[src/rtl/rf_arb_pkg.sv]
// -----------------------------------------------------------------------------
// rf_arb_pkg
//   Shared types for the register-file arbiter.
//   - state_t : arbiter FSM states (IDLE, WRITE, READ, READ_WAIT)
//   - NUM_REQ : number of requesters (M0 = system controller, M1 = config/test)
//   - owner_t : index of the requester that owns the current access
//   - CNT_W   : width of the read-timeout counter (RD_TIMEOUT is 1..15)
// -----------------------------------------------------------------------------
package rf_arb_pkg;

    typedef enum logic [1:0] {
        IDLE      = 2'd0,
        WRITE     = 2'd1,
        READ      = 2'd2,
        READ_WAIT = 2'd3
    } state_t;

    localparam int NUM_REQ = 2;
    localparam int CNT_W   = 4;

    typedef logic [$clog2(NUM_REQ)-1:0] owner_t;

    // One-hot winner vector to owner index (bit 1 set means M1).
    function automatic owner_t onehot_to_owner(input logic [NUM_REQ-1:0] oh);
        return owner_t'(oh[1]);
    endfunction

endpackage

[src/rtl/regfile_arbiter_if.sv]
// -----------------------------------------------------------------------------
// regfile_arbiter_if
//   Bundles both requester ports and the register-file port of the arbiter.
//   Modports:
//     slave  - the arbiter: takes M0/M1 requests and RF read data, drives
//              grants, read returns, RF strobes/address/write data and Busy.
//     master - the environment side (both requesters plus the register file).
//   Optional: when RF_ARB_LOCK_EN is defined, M0_Lock/M1_Lock are added.
// -----------------------------------------------------------------------------
interface regfile_arbiter_if #(
    parameter int ADDR_W = 4,
    parameter int DATA_W = 8
);
    // Requester M0
    logic              M0_Req;
    logic              M0_Wr;
    logic [ADDR_W-1:0] M0_Addr;
    logic [DATA_W-1:0] M0_Wr_Data;
    logic              M0_Gnt;
    logic [DATA_W-1:0] M0_Rd_Data;
    logic              M0_Rd_Valid;
    logic              M0_Rd_Err;
    // Requester M1
    logic              M1_Req;
    logic              M1_Wr;
    logic [ADDR_W-1:0] M1_Addr;
    logic [DATA_W-1:0] M1_Wr_Data;
    logic              M1_Gnt;
    logic [DATA_W-1:0] M1_Rd_Data;
    logic              M1_Rd_Valid;
    logic              M1_Rd_Err;
`ifdef RF_ARB_LOCK_EN
    logic              M0_Lock;
    logic              M1_Lock;
`endif
    // Register file
    logic [ADDR_W-1:0] RF_Address;
    logic [DATA_W-1:0] RF_Wr_Data;
    logic              RF_Wr_En;
    logic              RF_Rd_En;
    logic [DATA_W-1:0] RF_Rd_Data;
    logic              RF_Rd_Data_Valid;
    // Status
    logic              Busy;

    modport slave (
`ifdef RF_ARB_LOCK_EN
        input  M0_Lock, M1_Lock,
`endif
        input  M0_Req, M0_Wr, M0_Addr, M0_Wr_Data,
        output M0_Gnt, M0_Rd_Data, M0_Rd_Valid, M0_Rd_Err,
        input  M1_Req, M1_Wr, M1_Addr, M1_Wr_Data,
        output M1_Gnt, M1_Rd_Data, M1_Rd_Valid, M1_Rd_Err,
        output RF_Address, RF_Wr_Data, RF_Wr_En, RF_Rd_En,
        input  RF_Rd_Data, RF_Rd_Data_Valid,
        output Busy
    );

    modport master (
`ifdef RF_ARB_LOCK_EN
        output M0_Lock, M1_Lock,
`endif
        output M0_Req, M0_Wr, M0_Addr, M0_Wr_Data,
        input  M0_Gnt, M0_Rd_Data, M0_Rd_Valid, M0_Rd_Err,
        output M1_Req, M1_Wr, M1_Addr, M1_Wr_Data,
        input  M1_Gnt, M1_Rd_Data, M1_Rd_Valid, M1_Rd_Err,
        input  RF_Address, RF_Wr_Data, RF_Wr_En, RF_Rd_En,
        output RF_Rd_Data, RF_Rd_Data_Valid,
        input  Busy
    );

endinterface

[src/rtl/rr_arbiter_2.sv]
// -----------------------------------------------------------------------------
// rr_arbiter_2
//   Two-way round-robin winner selection with a registered pointer.
//   Ports:
//     CLK, RST   - clock, asynchronous active-low reset
//     req        - request vector, bit 0 = M0, bit 1 = M1
//     advance    - a winner was accepted this cycle; move the pointer
//     lock_owner - sticky owner index (used only when lock_valid)
//     lock_valid - a sticky owner exists; only its request may win
//     winner     - one-hot winner (all zero when nobody eligible)
//   The pointer resets to favour M0. After each accepted grant it favours the
//   requester that did not win, so continuous contention alternates.
// -----------------------------------------------------------------------------
module rr_arbiter_2
    import rf_arb_pkg::*;
(
    input  logic               CLK,
    input  logic               RST,
    input  logic [NUM_REQ-1:0] req,
    input  logic               advance,
    input  owner_t             lock_owner,
    input  logic               lock_valid,
    output logic [NUM_REQ-1:0] winner
);

    logic ptr;  // 0: favour M0, 1: favour M1

    always_comb begin
        winner = '0;
        if (lock_valid) begin
            // Sticky owner: the other requester waits regardless of the pointer.
            winner[lock_owner] = req[lock_owner];
        end else if (req == 2'b11) begin
            winner = ptr ? 2'b10 : 2'b01;
        end else begin
            winner = req;
        end
    end

    always_ff @(posedge CLK or negedge RST) begin
        if (!RST) begin
            ptr <= 1'b0;
        end else if (advance) begin
            // M0 won -> favour M1 next; M1 won -> favour M0 next.
            ptr <= winner[0];
        end
    end

endmodule

[src/rtl/regfile_arbiter.sv]
// -----------------------------------------------------------------------------
// regfile_arbiter
//   Shares a single-port register file between M0 (system controller) and
//   M1 (configuration/test master). One access at a time, round-robin between
//   the two, read data returned to the requester that issued the read, with a
//   read timeout.
//   Ports:
//     CLK  - system clock
//     RST  - asynchronous active-low reset (release assumed synchronous to CLK)
//     bus  - regfile_arbiter_if.slave: M0/M1 request/grant/read-return,
//            RF address/write data/strobes/read data, Busy
//   Parameters: ADDR_W, DATA_W, RD_TIMEOUT (1..15).
//   Optional: define RF_ARB_LOCK_EN to add M0_Lock/M1_Lock sticky ownership.
//   All outputs come straight from flops.
// -----------------------------------------------------------------------------
module regfile_arbiter
    import rf_arb_pkg::*;
#(
    parameter int ADDR_W     = 4,
    parameter int DATA_W     = 8,
    parameter int RD_TIMEOUT = 4
) (
    input  logic                CLK,
    input  logic                RST,
    regfile_arbiter_if.slave    bus
);

    // ------------------------------------------------------------------
    // State and output registers
    // ------------------------------------------------------------------
    state_t                          state, state_next;
    logic [CNT_W-1:0]                cnt, cnt_next;
    logic [ADDR_W-1:0]               addr_q;
    logic [DATA_W-1:0]               wdata_q;
    owner_t                          owner_q;
    logic                            wr_en_q, wr_en_next;
    logic                            rd_en_q, rd_en_next;
    logic                            busy_q;
    logic [NUM_REQ-1:0]              gnt_q, gnt_next;
    logic [NUM_REQ-1:0]              rvalid_q, rvalid_next;
    logic [NUM_REQ-1:0]              rerr_q, rerr_next;
    logic [NUM_REQ-1:0][DATA_W-1:0]  rdata_q, rdata_next;

    // ------------------------------------------------------------------
    // Arbitration
    // ------------------------------------------------------------------
    logic [NUM_REQ-1:0] req;
    logic [NUM_REQ-1:0] win;
    logic               latch;
    logic               lock_valid;
    owner_t             lock_owner;
    logic               sel_wr;
    logic [ADDR_W-1:0]  sel_addr;
    logic [DATA_W-1:0]  sel_wdata;
    logic               timeout;

    assign req = {bus.M1_Req, bus.M0_Req};

`ifdef RF_ARB_LOCK_EN
    // Remembers that an owner exists at all; out of reset nobody may be sticky.
    logic has_owner;

    always_ff @(posedge CLK or negedge RST) begin
        if (!RST)       has_owner <= 1'b0;
        else if (latch) has_owner <= 1'b1;
    end

    // The last owner stays sticky for as long as it keeps its Lock high while
    // we are in IDLE; the first IDLE cycle with Lock low releases it.
    assign lock_owner = owner_q;
    assign lock_valid = (state == IDLE) && has_owner &&
                        (owner_q[0] ? bus.M1_Lock : bus.M0_Lock);
`else
    assign lock_owner = '0;
    assign lock_valid = 1'b0;
`endif

    rr_arbiter_2 u_rr (
        .CLK        (CLK),
        .RST        (RST),
        .req        (req),
        .advance    (latch),
        .lock_owner (lock_owner),
        .lock_valid (lock_valid),
        .winner     (win)
    );

    assign sel_wr    = win[1] ? bus.M1_Wr      : bus.M0_Wr;
    assign sel_addr  = win[1] ? bus.M1_Addr    : bus.M0_Addr;
    assign sel_wdata = win[1] ? bus.M1_Wr_Data : bus.M0_Wr_Data;

    // The counter is cleared on entry to READ and counts every cycle of READ
    // and READ_WAIT, so the abort response lands RD_TIMEOUT cycles after the
    // RF_Rd_En cycle.
    assign timeout = (cnt >= CNT_W'(RD_TIMEOUT - 1));

    // ------------------------------------------------------------------
    // Next-state and next-output logic
    // ------------------------------------------------------------------
    always_comb begin
        state_next  = state;
        cnt_next    = cnt;
        latch       = 1'b0;
        wr_en_next  = 1'b0;
        rd_en_next  = 1'b0;
        gnt_next    = '0;
        rvalid_next = '0;
        rerr_next   = '0;
        rdata_next  = rdata_q;   // read data holds between returns

        case (state)
            IDLE: begin
                if (|win) begin
                    latch    = 1'b1;
                    gnt_next = win;
                    if (sel_wr) begin
                        state_next = WRITE;
                        wr_en_next = 1'b1;
                    end else begin
                        state_next = READ;
                        rd_en_next = 1'b1;
                        cnt_next   = '0;
                    end
                end
            end

            WRITE: begin
                state_next = IDLE;
            end

            READ: begin
                state_next = READ_WAIT;
                cnt_next   = cnt + CNT_W'(1);
            end

            READ_WAIT: begin
                // A valid in the same cycle as the timeout still wins.
                if (bus.RF_Rd_Data_Valid) begin
                    state_next           = IDLE;
                    rvalid_next[owner_q] = 1'b1;
                    rdata_next[owner_q]  = bus.RF_Rd_Data;
                end else if (timeout) begin
                    state_next           = IDLE;
                    rvalid_next[owner_q] = 1'b1;
                    rerr_next[owner_q]   = 1'b1;
                    rdata_next[owner_q]  = '0;
                end else begin
                    cnt_next = cnt + CNT_W'(1);
                end
            end

            default: begin
                state_next = IDLE;
            end
        endcase
    end

    // ------------------------------------------------------------------
    // Registers
    // ------------------------------------------------------------------
    always_ff @(posedge CLK or negedge RST) begin
        if (!RST) begin
            state    <= IDLE;
            cnt      <= '0;
            addr_q   <= '0;
            wdata_q  <= '0;
            owner_q  <= '0;
            wr_en_q  <= 1'b0;
            rd_en_q  <= 1'b0;
            busy_q   <= 1'b0;
            gnt_q    <= '0;
            rvalid_q <= '0;
            rerr_q   <= '0;
            rdata_q  <= '0;
        end else begin
            state    <= state_next;
            cnt      <= cnt_next;
            wr_en_q  <= wr_en_next;
            rd_en_q  <= rd_en_next;
            busy_q   <= (state_next != IDLE);
            gnt_q    <= gnt_next;
            rvalid_q <= rvalid_next;
            rerr_q   <= rerr_next;
            rdata_q  <= rdata_next;
            if (latch) begin
                addr_q  <= sel_addr;
                wdata_q <= sel_wdata;
                owner_q <= onehot_to_owner(win);
            end
        end
    end

    // ------------------------------------------------------------------
    // Outputs
    // ------------------------------------------------------------------
    // RF address/write data are the owner latch itself, so they are valid
    // throughout the access and hold afterwards.
    assign bus.RF_Address  = addr_q;
    assign bus.RF_Wr_Data  = wdata_q;
    assign bus.RF_Wr_En    = wr_en_q;
    assign bus.RF_Rd_En    = rd_en_q;
    assign bus.Busy        = busy_q;

    assign bus.M0_Gnt      = gnt_q[0];
    assign bus.M0_Rd_Valid = rvalid_q[0];
    assign bus.M0_Rd_Err   = rerr_q[0];
    assign bus.M0_Rd_Data  = rdata_q[0];

    assign bus.M1_Gnt      = gnt_q[1];
    assign bus.M1_Rd_Valid = rvalid_q[1];
    assign bus.M1_Rd_Err   = rerr_q[1];
    assign bus.M1_Rd_Data  = rdata_q[1];

endmodule

[src/flat_wrapper.sv]
// flat-port wrapper written by rule: the top's interface ports become plain ports
module regfile_arbiter_flat import rf_arb_pkg::*;
#(
    parameter int ADDR_W     = 4,
    parameter int DATA_W     = 8,
    parameter int RD_TIMEOUT = 4
)
  (CLK, RST, bus_M0_Req, bus_M0_Wr, bus_M0_Addr, bus_M0_Wr_Data, bus_M0_Gnt, bus_M0_Rd_Data, bus_M0_Rd_Valid, bus_M0_Rd_Err, bus_M1_Req, bus_M1_Wr, bus_M1_Addr, bus_M1_Wr_Data, bus_M1_Gnt, bus_M1_Rd_Data, bus_M1_Rd_Valid, bus_M1_Rd_Err, bus_RF_Address, bus_RF_Wr_Data, bus_RF_Wr_En, bus_RF_Rd_En, bus_RF_Rd_Data, bus_RF_Rd_Data_Valid, bus_Busy);
  regfile_arbiter_if #(.ADDR_W(ADDR_W), .DATA_W(DATA_W)) bus_i ();
  input  logic CLK;
  input  logic RST;
  input wire logic [$bits(bus_i.M0_Req)-1:0] bus_M0_Req;
  input wire logic [$bits(bus_i.M0_Wr)-1:0] bus_M0_Wr;
  input wire logic [$bits(bus_i.M0_Addr)-1:0] bus_M0_Addr;
  input wire logic [$bits(bus_i.M0_Wr_Data)-1:0] bus_M0_Wr_Data;
  output wire logic [$bits(bus_i.M0_Gnt)-1:0] bus_M0_Gnt;
  output wire logic [$bits(bus_i.M0_Rd_Data)-1:0] bus_M0_Rd_Data;
  output wire logic [$bits(bus_i.M0_Rd_Valid)-1:0] bus_M0_Rd_Valid;
  output wire logic [$bits(bus_i.M0_Rd_Err)-1:0] bus_M0_Rd_Err;
  input wire logic [$bits(bus_i.M1_Req)-1:0] bus_M1_Req;
  input wire logic [$bits(bus_i.M1_Wr)-1:0] bus_M1_Wr;
  input wire logic [$bits(bus_i.M1_Addr)-1:0] bus_M1_Addr;
  input wire logic [$bits(bus_i.M1_Wr_Data)-1:0] bus_M1_Wr_Data;
  output wire logic [$bits(bus_i.M1_Gnt)-1:0] bus_M1_Gnt;
  output wire logic [$bits(bus_i.M1_Rd_Data)-1:0] bus_M1_Rd_Data;
  output wire logic [$bits(bus_i.M1_Rd_Valid)-1:0] bus_M1_Rd_Valid;
  output wire logic [$bits(bus_i.M1_Rd_Err)-1:0] bus_M1_Rd_Err;
  output wire logic [$bits(bus_i.RF_Address)-1:0] bus_RF_Address;
  output wire logic [$bits(bus_i.RF_Wr_Data)-1:0] bus_RF_Wr_Data;
  output wire logic [$bits(bus_i.RF_Wr_En)-1:0] bus_RF_Wr_En;
  output wire logic [$bits(bus_i.RF_Rd_En)-1:0] bus_RF_Rd_En;
  input wire logic [$bits(bus_i.RF_Rd_Data)-1:0] bus_RF_Rd_Data;
  input wire logic [$bits(bus_i.RF_Rd_Data_Valid)-1:0] bus_RF_Rd_Data_Valid;
  output wire logic [$bits(bus_i.Busy)-1:0] bus_Busy;
  assign bus_i.M0_Req = bus_M0_Req;
  assign bus_i.M0_Wr = bus_M0_Wr;
  assign bus_i.M0_Addr = bus_M0_Addr;
  assign bus_i.M0_Wr_Data = bus_M0_Wr_Data;
  assign bus_M0_Gnt = bus_i.M0_Gnt;
  assign bus_M0_Rd_Data = bus_i.M0_Rd_Data;
  assign bus_M0_Rd_Valid = bus_i.M0_Rd_Valid;
  assign bus_M0_Rd_Err = bus_i.M0_Rd_Err;
  assign bus_i.M1_Req = bus_M1_Req;
  assign bus_i.M1_Wr = bus_M1_Wr;
  assign bus_i.M1_Addr = bus_M1_Addr;
  assign bus_i.M1_Wr_Data = bus_M1_Wr_Data;
  assign bus_M1_Gnt = bus_i.M1_Gnt;
  assign bus_M1_Rd_Data = bus_i.M1_Rd_Data;
  assign bus_M1_Rd_Valid = bus_i.M1_Rd_Valid;
  assign bus_M1_Rd_Err = bus_i.M1_Rd_Err;
  assign bus_RF_Address = bus_i.RF_Address;
  assign bus_RF_Wr_Data = bus_i.RF_Wr_Data;
  assign bus_RF_Wr_En = bus_i.RF_Wr_En;
  assign bus_RF_Rd_En = bus_i.RF_Rd_En;
  assign bus_i.RF_Rd_Data = bus_RF_Rd_Data;
  assign bus_i.RF_Rd_Data_Valid = bus_RF_Rd_Data_Valid;
  assign bus_Busy = bus_i.Busy;
  regfile_arbiter #(.ADDR_W(ADDR_W), .DATA_W(DATA_W), .RD_TIMEOUT(RD_TIMEOUT)) u_core (.CLK(CLK), .RST(RST), .bus(bus_i));
endmodule
[config.mk]
export PLATFORM = sky130hd
export DESIGN_NAME = regfile_arbiter_flat
export DESIGN_NICKNAME = d
export VERILOG_FILES = /design/src/rtl/rf_arb_pkg.sv /design/src/rtl/regfile_arbiter_if.sv /design/src/rtl/rr_arbiter_2.sv /design/src/rtl/regfile_arbiter.sv /design/src/flat_wrapper.sv
export SDC_FILE = /design/constraint.sdc
export NUM_CORES = 1
export LEC_CHECK = 0
export ABC_AREA = 1
export CAP_MARGIN = 25
export CELL_PAD_IN_SITES_DETAIL_PLACEMENT = 0
export CELL_PAD_IN_SITES_GLOBAL_PLACEMENT = 2
export CORE_MARGIN = 5
export CORE_UTILIZATION = 29
export CTS_BUF_LIST = sky130_fd_sc_hd__clkbuf_4 sky130_fd_sc_hd__clkbuf_8
export DETAILED_ROUTE_END_ITERATION = 12
export GPL_TIMING_DRIVEN = 1
export PLACE_DENSITY_LB_ADDON = 0.3
export SLEW_MARGIN = 20
export SYNTH_ARGS = -nofsm -noshare
export SYNTH_HDL_FRONTEND = slang
export SYNTH_SLANG_ARGS = --single-unit
[constraint.sdc]
create_clock -name CLK -period 3.8 [get_ports CLK]
set_input_delay 0.38 -clock CLK [delete_from_list [all_inputs] [get_ports CLK]]
set_output_delay 0.38 -clock CLK [all_outputs]
set_load 0.02 [all_outputs]
==> flow_summary_export.csv <==
group,metric,value,unit
route,drt-pass1-iter-count,4,
global_route,grt_pass1_wl,8.224,mm
floorplan,die_x,94.73,um
setup_path,cp_slowest_cell,"clkdlybuf4s50_1",
synth,synth_common_cells,"60 x nand2_1, 45 x dfrtp_1, 26 x nand3_1",
timing,max-slew-margin-rel,54.05,%
finish,post-route-util,43.08,%
pwr,vdd_drop_max,0.0003382,V
pwr,p_seq_share,36.7,%
setup_path,worst_r2r_path_depth,7,
setup_path,worst_r2r_startpoint,"u_core.cnt[0]",
clock_tree,cts_max_level,2,
global_route,grt-ovfl-total,0,
floorplan,initial_core_util,30.14,%
route,drtIter0Drc,52,
floorplan,std_cell_rows,30,
floorplan,core_region_area,0.006907,sq mm
clock_tree,cts-hold-fix-buffers,0,
synth,syn_area,0.002082,sq mm
pwr,internal_power,0.001327,W
global_route,grt_pass1_vias,1697,
placement,placed_cell_area,0.002872,sq mm
route,vias,1760,
floorplan,fp.dieArea,0.008974,sq mm
clock_tree,clock-sinks,45,
finish,post-route-cell-area,0.002975,sq mm
timing,drv_slew,0,
synth,yosys.area.top_type_share,54.09,%
finish,drive_gt1_share,12.29,%
timing,fmax,532.8,MHz
synth,ys_dominant_reg_cell,"dfrtp_1",
route,drcViolationCount,0,
setup_path,crit_type,"in2reg",
synth,yosysWarnings,0,
setup_path,cp.required,4.04,ns
synth,synthCells,221,
setup_path,crit_start,"bus_M1_Req",
synth,synth_fp_nets,261,
synth,ys_ff_latch,45,
global_route,grt_max_degree,46,
route,drt-total-wl,5.155,mm
synth,synth_top_cell_by_area,"dfrtp_1",
min_path,hold_path.class,"in2async",
pwr,power_switching_share,40.50,%
setup_path,cp_slowest_stage_delay,0.90,ns
route,via_per_inst,4.524,
placement,dp_hpwl,3.738,mm
global_route,antenna_found_initial,0,
finish,syn_to_final_growth,42.91,%
clock_tree,clockBufferDepth,2,
finish,fillers,719,
placement,routabilityCongestion,0.7531,
synth,synth_edf_count,0,
floorplan,ios,76,
flow_run,cap_violations,0,
pwr,power,0.002231,W
route,avgRoutedWirePerCell,13.25,um
finish,fin_nets,332,
finish,insertedDiodeCount,0,
setup_path,cp.arrival,2.12,ns
synth,async_flop_share,100.0,%
timing,tightest_slew,0.6870,ns
timing,fin_crit,1.877,ns
pwr,p_sw,0.0009036,W
clock_tree,clk_pin_slew_worst_paths,0.08,ns
placement,port_buffers,75,
finish,final-seq-area,0.001126,sq mm
clock_tree,cts_resized,0,
clock_tree,cts_tree,"done",
clock_tree,cts-root-buf,"clkbuf_8",
setup_path,crit_fanout,25,
floorplan,die_height,94.73,um
timing,fin_hold_ws,0.07612,ns
setup_path,endpoint_kind,"flop",
clock_tree,cts_buffers,5,
synth,synthDistinctLibCells,24,
timing,final.setup.tns,0,ns
clock_tree,clk-insertion-delay-late,0.29,ns
timing,clock_skew,0.003127,ns
timing,post-route-period-util,49.39,%
synth,synth.most_common_cell,"nand2_1",
pwr,leakage,1.405,nW
setup_path,crit_chain,"clkdlybuf4s50_1, nand2_2, nand3_2, nand2_4, inv_6, nand2_4, nand2_2, nand2_1, nand2_1",
timing,finalSetupViolCount,0,
synth,yosys-top-cells-area,"dfrtp_1 54%, nand2_1 11%, nand3_1 6.3%",
pwr,p_clk_share,14.7,%
setup_path,cp-start-kind,"primary input",
pwr,combPwrFrac,48.6,%
finish,multiInputGateArea,807.0,sq um
synth,yosysSeqAreaShare,54.09,%
timing,rsz0062_at_grt,"false",
outcome,run_status,"completed",
synth,avgSynthCellArea,9.421,sq um
global_route,grt.total_usage,11.81,%
pwr,power.density,749.9,mW/mm^2
route,ant_nets,0,
clock_tree,post_cts_buffers,0,
timing,hold_viol,0,
==> routing by layer <==
layer  share of wire [%]  GRT usage [%]  vias to the layer above
li1                    -              -                      873
met1                  44          15.07                      830
met2                  49          19.20                       53
met3                 5.5          3.108                        4
met4                0.85          4.327                        0
met5                   0              0                        -
==> cell usage in the layout, fill, tap and decap left out <==
cell	instances
nand2_4	4
buf_4	1
nand2_2	6
dfrtp_1	45
clkbuf_8	7
nand2_1	60
nor3_1	2
o21ai_0	2
nand4_1	16
nand3_1	26
clkinv_2	1
or2_0	1
ha_1	1
nor2_1	3
nor2_4	1
inv_1	13
nor2_2	1
inv_2	4
nand3_2	10
a21oi_1	1
o21a_1	12
clkdlybuf4s50_1	74
o22ai_1	1
inv_6	1
==> stage by stage <==
stage | setup slack (ns) | cells
2_1_floorplan | 2.516 | 221
3_3_place_gp | 1.654 | 381
3_5_place_dp | 1.616 | 381
4_1_cts | 1.928 | 389
5_1_grt | 1.789 | 389
6_report | 1.923 | 389
==> flip-flops by register name (all words and copies together) (netlist names), 4 cells and up <==
| signal | count |
|---|---|
| u_core.bus.RF_Address | 4 |
| u_core.cnt | 4 |
| u_core.bus.M0_Rd_Data | 8 |
| u_core.bus.RF_Wr_Data | 8 |
| u_core.bus.M1_Rd_Data | 8 |
==> kinds of logic (layout without fill, tap and decap cells) <==
logic type      count (synthesis)  after routing  share of synthesized area, %
simple gates                  130            130                         32.81
compound gates                 16             16                         5.349
fa+ha+maj                       1              1                        0.6009
flops                          45             45                         54.09
buf+inv                        29            101                         7.151
==> critical path, delay by kind of cell <==
kind                   cells  cell delay, ns
buffers and inverters      2            1.08
and+or+nand+nor            7            0.65
==> power groups by stage <==
stage / clock [W] / sequential, W / combinational [W]
3_3_place_gp: 0 / 0.000830 / 0.00109
2_1_floorplan: 0 / 0.000998 / 0.000483
5_1_grt: 0.000360 / 0.000850 / 0.00119
4_1_cts: 0.000340 / 0.000821 / 0.00110
6_report: 0.000327 / 0.000820 / 0.00108
3_5_place_dp: 0 / 0.000830 / 0.00110
==> area by class of cell <==
class	instances	share of cell area, %
clock inverters	1	0.1682
multi-input cells	147	27.12
well taps	96	4.037
flip-flops and latches	45	37.85
repair buffers	75	25.15
inverters	18	2.439
clock buffers	7	3.238
==> final timing paths <==
kind	endpoint	slack [ns]
worst max-delay path	u_core.cnt[3]	1.92
worst min-delay path	u_core.bus.RF_Address[2]	0.08
worst max register to register	u_core.cnt[0]	2.38
worst min register to register	u_core.bus.M1_Rd_Data[6]	0.47
max in group asynchronous	u_core.bus.RF_Wr_Data[2]	3.33
min in group CLK	u_core.bus.M1_Rd_Data[6]	0.47
No activity file was read; power rests on OpenSTA's default activity.
==> RTL change: new RTL, same settings <==
Take the reset off `rdata_q` and load it in a clocked block of its own.
--- a/src/rtl/regfile_arbiter.sv
+++ b/src/rtl/regfile_arbiter.sv
@@ -171,7 +171,6 @@
             gnt_q    <= '0;
             rvalid_q <= '0;
             rerr_q   <= '0;
-            rdata_q  <= '0;
         end else begin
             state    <= state_next;
             cnt      <= cnt_next;
@@ -181,13 +180,16 @@
             gnt_q    <= gnt_next;
             rvalid_q <= rvalid_next;
             rerr_q   <= rerr_next;
-            rdata_q  <= rdata_next;
             if (latch) begin
                 addr_q  <= sel_addr;
                 wdata_q <= sel_wdata;
                 owner_q <= onehot_to_owner(win);
             end
         end
+    end
+
+    always_ff @(posedge CLK) begin
+        rdata_q <= rdata_next;
     end
 
     // ------------------------------------------------------------------
Behaviour: differs if RST is asserted again (counterexample within 4 cycles, from zero or initial values and one cycle with RST low); with RST held inactive, the same outputs for 10 cycles.
==> RTL change against the original RTL <==
- power fell by 11%
- count of clock-buffer cells in the layout fell by 2
- design area rose by 1.8%
- synthesized area rose by 2.1%
- worst setup slack got worse by 0.23 ns
- global-route usage rose by 0.72 points
- non-clock buffer count rose by 1
- routed wire length rose by 3.7%
- maximum frequency fell by 11%
- combinational power fell by 17%
- sequential share of layout area rose by 2.0 points
- sequential cell count did not move
- cell count fell by 0.77%
- critical endpoint is now u_core.bus.M0_Rd_Data[4]$_DFFE_PP_
- largest power group unchanged
- highest routed layer unchanged
==> RTL change: results (changes against the original RTL) <==
The number of cells on the worst reg-to-reg path was 5 (was 7). The worst relative slew slack is 0.490 (was 0.541), and the iteration-0 DRC count of the detailed router is 64 (was 52). The tools report the tightest hold margin as 0.451 ns (was 0.0761 ns).

The tools report the total length of routed wires as 5350 um (was 5160 um). The count of flip-flops with a built-in enable after synthesis was 16 (was 0); the post-place setup slack was 1.38 ns (was 1.62 ns). The tools report the portion of the post-synthesis area used by sequential elements as 0.567 (was 0.541).

The slack of the worst reg-to-reg path was 1.91 ns (was 2.38 ns). The maximum fanout along the worst path is 18 (was 25). Critical-path cell with the highest stage delay: a21oi_1 (was clkdlybuf4s50_1). The clock tree skew after final layout is 0.00554 ns (was 0.00313 ns), and the global-route wire length before repair is 8660 um (was 8220 um). The reg-to-reg endpoint is u_core.bus.M0_Rd_Data[4]$_DFFE_PP_ (was u_core.cnt[0]$_DFFE_PN0P_). Cell types with the highest counts after synthesis: nand3_1, dfrtp_1, nand2_1 (was nand2_1, dfrtp_1, nand3_1).

The tools report the net count after synthesis as 252 (was 261). The tools report the final net count as 326 (was 332). The placed cell count is 378 (was 381), and the worst voltage drop across the vdd grid is 470 uV (was 338 uV).

The via count of the first global-routing pass was 1728 (was 1697). The fraction of the mapped netlist area in compound gates was 0.0924 (was 0.0535). Post-detailed-placement cell area: 2940 um^2 (was 2870 um^2).

The final routed wire length divided by cell count is 13.9 um (was 13.3 um), and the switching power total is 0.000793 W (was 0.000904 W). Share of final-layout standard cells stronger than drive strength 1: 0.115 (was 0.123). Total track usage: 0.125 (was 0.118).

The tools report the leakage component of the power as 1.27 nW (was 1.40 nW). The placer congestion estimate came out at 0.740 (was 0.753). Top post-synthesis cells by area: dfrtp_1, edfxtp_1, nand3_1, nand2_1, nand3_2 (was dfrtp_1, nand2_1, nand3_1, nand3_2, nand4_1). Number of distinct library cell variants in the gate-level netlist after synthesis: 25 (was 24). The delay of the slowest cell on the worst path was 0.64 ns (was 0.90 ns). The flow ran to the end, and the final reports show no timing, DRC or antenna violations.

The fraction of registers with async set or reset after synthesis came out at 0.644 (was 1.00). Post-synthesis share of cell area spent on full adders, half adders and majority gates: 0.00589 (was 0.00601). The run gives 3980 um (was 3740 um) as the total half-perimeter wirelength after legalization and detailed placement. The run gives 212 (was 221) as the synthesized instance count.
[RTL change: per-layer routing]
metal / routed length (um) / global-route usage / up-vias / share of wire
met2: 2570 / 0.196 / 61 / 0.48
met4: 57 / 0.0355 / 0 / 0.011
met5: 0 / 0 / - / 0
met3: 389 / 0.0355 / 6 / 0.073
met1: 2330 / 0.169 / 809 / 0.44
li1: - / - / 864 / -
[RTL change: power groups by stage]
stage,sequential [W],combinational [W],clock [W]
after global routing,0.000826,0.000986,0.000340
final,0.000799,0.000893,0.000300
after CTS,0.000801,0.000915,0.000314
after global placement,0.000806,0.000903,0
after detailed placement,0.000810,0.000910,0
after floorplan,0.000922,0.000445,0
[RTL change: cell type report]
cell class,instances,area [um^2]
fillers,712,4150
flip-flops and latches,45,1210
repair buffers,76,758
multi-input cells,134,756
well taps,99,124
inverters,24,95.1
clock buffers,5,68.8
clock inverters,3,21.3
[RTL change: worst max-delay path by stage]
stage                              start                            endpoint  slack, ns  cells after the start
3_5_place_dp        bus_RF_Rd_Data_Valid  u_core.bus.M0_Rd_Data[6]$_DFFE_PP_       1.38                      5
5_1_grt             bus_RF_Rd_Data_Valid  u_core.bus.M0_Rd_Data[4]$_DFFE_PP_       1.61                      5
3_3_place_gp        bus_RF_Rd_Data_Valid  u_core.bus.M0_Rd_Data[6]$_DFFE_PP_       1.44                      5
4_1_cts             bus_RF_Rd_Data_Valid  u_core.bus.M0_Rd_Data[4]$_DFFE_PP_       1.68                      5
6_report            bus_RF_Rd_Data_Valid  u_core.bus.M0_Rd_Data[4]$_DFFE_PP_       1.69                      5
2_1_floorplan  u_core.cnt[0]$_DFFE_PN0P_  u_core.bus.M0_Rd_Data[0]$_DFFE_PP_       2.18                      5
